$ cat src/rtl/pc_sequencer.sv
// Next-PC sequencer: FETCH/EXEC (+INT when PC_SEQ_INT_EN is defined) with return-address stack.
// pc_ld/pc_data/exec/int_ack are combinational from state; advance is gated by imem_ready and stall.
module pc_sequencer #(
    parameter int             AW      = 10,
    parameter int             DEPTH   = 8,
    parameter logic [AW-1:0]  INT_VEC = 10'h3FF
) (
    input  logic          clk,
    input  logic          RST,
    input  logic [AW-1:0] pc_cur,
    input  logic          imem_ready,
    input  logic          stall,
    input  logic          br_req,
    input  logic          call_req,
    input  logic          ret_req,
    input  logic [AW-1:0] br_addr,
    input  logic          int_req,
    input  logic          int_ie,
    output logic          pc_ld,
    output logic [AW-1:0] pc_data,
    output logic          exec,
    output logic          int_ack,
    output logic          stk_err
);

    localparam int IW  = $clog2(DEPTH);
    localparam int SPW = IW + 1;
    localparam logic [SPW-1:0] SP_FULL = SPW'(DEPTH);

    typedef enum logic [1:0] {
        FETCH = 2'd0,
        EXEC  = 2'd1,
        INT   = 2'd2
    } state_t;

    state_t          state, state_nxt;
    logic [SPW-1:0]  sp, sp_nxt, sp_m1;
    logic [AW-1:0]   stack [DEPTH];
    logic [AW-1:0]   pc_inc;
    logic [AW-1:0]   push_val;
    logic            wr_en;
    logic            err_set;

    assign pc_inc = pc_cur + AW'(1);
    assign sp_m1  = sp - SPW'(1);

    always_comb begin
        state_nxt = state;
        sp_nxt    = sp;
        pc_ld     = 1'b0;
        pc_data   = '0;
        exec      = 1'b0;
        int_ack   = 1'b0;
        wr_en     = 1'b0;
        push_val  = '0;
        err_set   = 1'b0;
        case (state)
            FETCH: begin
                if (!stall && imem_ready)
                    state_nxt = EXEC;
            end
            EXEC: begin
                exec      = 1'b1;
                pc_ld     = 1'b1;
                state_nxt = FETCH;
                if (call_req) begin
                    pc_data  = br_addr;
                    push_val = pc_inc;
                    if (sp == SP_FULL) begin
                        err_set = 1'b1;
                    end else begin
                        wr_en  = 1'b1;
                        sp_nxt = sp + SPW'(1);
                    end
                end else if (ret_req) begin
                    if (sp == '0) begin
                        err_set = 1'b1;
                    end else begin
                        pc_data = stack[sp_m1[IW-1:0]];
                        sp_nxt  = sp_m1;
                    end
                end else if (br_req) begin
                    pc_data = br_addr;
                end else begin
                    pc_data = pc_inc;
                end
`ifdef PC_SEQ_INT_EN
                // A full stack (after this EXEC's own push) defers the interrupt.
                if (int_req && int_ie && (sp_nxt != SP_FULL))
                    state_nxt = INT;
`endif
            end
`ifdef PC_SEQ_INT_EN
            INT: begin
                pc_ld     = 1'b1;
                pc_data   = INT_VEC;
                int_ack   = 1'b1;
                push_val  = pc_cur;
                state_nxt = FETCH;
                if (sp == SP_FULL) begin
                    err_set = 1'b1;
                end else begin
                    wr_en  = 1'b1;
                    sp_nxt = sp + SPW'(1);
                end
            end
`endif
            default: state_nxt = FETCH;
        endcase
    end

`ifndef PC_SEQ_INT_EN
    logic int_unused;
    assign int_unused = ^{int_req, int_ie, INT_VEC};
`endif

    always_ff @(posedge clk) begin
        if (RST) begin
            state   <= FETCH;
            sp      <= '0;
            stk_err <= 1'b0;
        end else begin
            state <= state_nxt;
            sp    <= sp_nxt;
            if (err_set)
                stk_err <= 1'b1;
        end
    end

    // Stack storage needs no reset; sp alone defines validity.
    always_ff @(posedge clk) begin
        if (!RST && wr_en)
            stack[sp[IW-1:0]] <= push_val;
    end

endmodule

$ cat config.mk
export PLATFORM = sky130hd
export DESIGN_NAME = pc_sequencer
export DESIGN_NICKNAME = d
export VERILOG_FILES = /design/src/rtl/pc_sequencer.sv
export SDC_FILE = /design/constraint.sdc
export NUM_CORES = 1
export LEC_CHECK = 0
export BUFFER_PORTS_ARGS = -buffer_cell sky130_fd_sc_hd__buf_4
export CORE_ASPECT_RATIO = 1.25
export CORE_UTILIZATION = 58
export DETAILED_ROUTE_END_ITERATION = 7
export GPL_TIMING_DRIVEN = 1
export PLACE_DENSITY = 0.88
export SLEW_MARGIN = 20
export SYNTH_ARGS = -nofsm -noshare
export SYNTH_HDL_FRONTEND = slang
export SYNTH_SLANG_ARGS = --single-unit
$ cat constraint.sdc
create_clock -name clk -period 3.35 [get_ports clk]
set_clock_uncertainty 0.15 [all_clocks]
set_input_delay 0.335 -clock clk [delete_from_list [all_inputs] [get_ports clk]]
set_output_delay 0.335 -clock clk [all_outputs]
set_load 0.01 [all_outputs]
==> impl_metrics.py <==
metrics = {
    "status": {
        "run_status": "finished clean",
    },
    "setup_path": {
        "r2r_start": "sp[0]",
        "critPathLaunchType": "flop",
        "crit_end": "pc_data[6]",
        "r2r_slack_ns": 0.66,
        "r2r_end": "stack[2][5]",
        "cp-end-kind": "primary output",
        "crit_required_ns": 2.86,
        "critPathLaunch": "sp[0]",
        "crit_path_max_fanout": 9,
        "crit_arrival_ns": 2.64,
        "path_class": "flop to primary output",
        "rr_worst_depth": 7,
    },
    "final_layout": {
        "diodes": 0,
        "fin_nets": 356,
        "area.growth.synth_to_final_pct": 18.0,
        "drive_gt1_share_pct": 27.8,
    },
    "sta": {
        "tightest_slew_ns": 0.669,
        "min_period_ns": 3.13,
        "slew_headroom_pct": 55.1,
        "max_freq_ghz": 0.320,
        "post-route-period-util_pct": 93.4,
        "drv_slew": 0,
        "grt_setup_unrepaired": "no",
        "setup_viol": 0,
        "finalHoldViolations": 0,
        "tns_ns": 0,
    },
    "clocking": {
        "h-tree-depth": 3,
        "clk_pin_slew_worst_paths_ns": 0.09,
        "clk_path_buf_depth": 2,
        "root_buffer": "clkbuf_8",
        "tritoncts": "built",
        "numCtsBuffers": 9,
        "cts.sink_count": 86,
        "clk_latency_ns": 0.36,
    },
    "place": {
        "place.gp.congestion": 0.830,
        "dp_hpwl_um": 6110,
        "port_buffers": 39,
    },
    "die": {
        "coreArea_um2": 6570,
        "die_height_um": 94.0,
        "initial_core_util_pct": 59.9,
        "die_x_um": 75.6,
        "io-pin-count": 43,
        "die_area_um2": 7110,
        "rows": 33,
    },
    "global_route": {
        "grt_pass1_wl_um": 13400,
        "grtUsageTotal_pct": 28.0,
        "antenna_found_initial": 0,
        "grt_start_max_net_pins": 21,
        "grt_pass1_vias": 2551,
        "grt_overflow": 0,
    },
    "yosys": {
        "synthFlopType": "edfxtp_1",
        "seq_area_frac_synth_pct": 64.2,
        "avgSynthCellArea_um2": 14.5,
        "synth_cells": 271,
        "ys_warn_count": 0,
        "async_flop_share_pct": 0,
        "synthTopCellsByArea": "edfxtp_1 (61%), mux4_2 (10%), dfxtp_1 (3.1%)",
        "synth_edf_count": 80,
        "synth_top_area_share_pct": 61.1,
        "synth-seq-cells": 86,
        "syn-num-nets": 304,
        "synth_area_um2": 3930,
        "ys_types": 44,
        "yosys.area.top_type": "edfxtp_1",
    },
    "detailed_routing": {
        "wl_um": 9040,
        "dr.first_iter.drc_count": 239,
        "drc_errors": 0,
        "via_count": 2564,
        "drt_pass1_iterations": 4,
        "route.detailed.wl_per_inst_um": 21.8,
        "drt-vias-per-instance": 6.19,
        "final_antenna_net_count": 0,
    },
    "power_and_ir_drop": {
        "finalPower_mw": 2.19,
        "peakVddDrop_v": 0.000442,
        "p_per_area_nw_per_um2": 472,
        "leakagePower_nw": 1.67,
    },
    "worst_hold_path": {
        "min_path_type": "input pin to flop",
    },
    "run": {
        "cap_viol_max_count": 0,
    },
}
cells in the mapped netlist (4+ instances only):
library cell,number
mux2i_1,8
a21oi_1,12
edfxtp_1,80
clkbuf_1,6
xor2_1,4
nand2_1,18
xnor2_1,9
nand3_1,9
inv_1,7
o21ai_0,13
nor2_1,30
ha_1,4
mux4_2,18
dfxtp_1,6
cells in the final DEF (no fill, tap or decap), drive strengths merged, types with 2 or more instances in the layout:
cell type and instances:
nor2 30, nand2 18, inv 8, or4 3
nand2b 2, clkinvlp 2, mux4 19, clkbuf 9
mux2i 8, buf 54, xor2 5, o221a 2
xnor2 9, bufinv 3, nor3 3, o22a 3
o21ai 13, ha 4, dfxtp 6, nor2b 3
nand4 2, edfxtp 80, a31oi 2, a21oi 12
nand3 9
flip-flops by register name, summed over array words and instances, names as in the netlist:
signal and count:
sp 4, stk_err 1, state 1, stack 80
area by class of cell:
cell class | count | area [um2]
Fill cell | 412 | 1930
Timing Repair Buffer | 55 | 415
Tap cell | 87 | 109
Sequential cell | 86 | 2520
Clock buffer | 9 | 124
Inverter | 8 | 33.8
Clock inverter | 6 | 110
Multi-Input combinational cell | 163 | 1320
per-stage QoR:
| stage | cells | area [um2] | setup slack, ns | hold WS, ns | utilization (%) |
|---|---|---|---|---|---|
| 2_1_floorplan | 271 | 3930 | 0.478 | 0.257 | - |
| 3_3_place_gp | 397 | 4370 | 0.387 | 0.321 | 66.6 |
| 3_5_place_dp | 397 | 4370 | 0.358 | 0.349 | 66.6 |
| 4_1_cts | 413 | 4630 | 0.0681 | 0.0339 | 70.5 |
| 5_1_grt | 414 | 4640 | 0.0645 | 0.0334 | 70.6 |
| 6_report | 414 | 4640 | 0.222 | 0.0394 | 70.6 |
logic make-up (layout without fill, tap and decap cells):
family	count (synthesis)	count (layout)	share of synthesized area, %
simple gates	75	75	8.78
mux	27	27	13.0
other cells	1	1	0.0954
buf+inv	22	78	2.48
xor+xnor	14	14	3.31
fa+ha+maj	4	4	1.27
flops	86	86	64.2
compound gates	42	42	6.88
per-layer routing:
| layer | wire [um] | up-vias | part of all wire [%] | track usage [%] |
|---|---|---|---|---|
| met3 | 563 | 24 | 6.2 | 5.69 |
| met2 | 4850 | 111 | 54 | 47.2 |
| met5 | 0 | - | 0 | 0 |
| li1 | - | 1147 | - | - |
| met1 | 3330 | 1282 | 37 | 33.3 |
| met4 | 296 | 0 | 3.3 | 14.4 |
what timing repair did:
item                       in CTS  in global routing
hold buffers                    1                  0
resized for setup               1                  1
cloned                          0                  0
buffers inserted                0                  1
hold endpoints to repair        1                  0
pin swaps                       0                  0
setup endpoints to repair       2                  3
critical path: stages (launching register included):
cell and delay [ns]:
dfxtp_1 0.38, clkinvlp_4 0.21, ha_1 0.34, xor2_4 0.29, mux4_2 0.53, nor2_1 0.12
nor2_1 0.07, o21a_1 0.19, buf_4 0.14
power breakdown:
group	internal (mW)	switching, mW
combinational	0.0801	0.0920
clock	0.491	0.358
sequential	1.16	0.00338
total	1.73	0.454
worst min-delay path by stage:
stage | startpoint | endpoint | slack, ns | depth (start not counted)
2_1_floorplan | RST | sp[0] | 0.26 | 1
3_3_place_gp | stk_err | stk_err | 0.32 | 2
3_5_place_dp | stk_err | stk_err | 0.35 | 2
4_1_cts | RST | sp[0] | 0.03 | 2
5_1_grt | RST | sp[3] | 0.03 | 2
6_report | RST | sp[0] | 0.04 | 2
No activity file was read; power rests on OpenSTA's default activity.
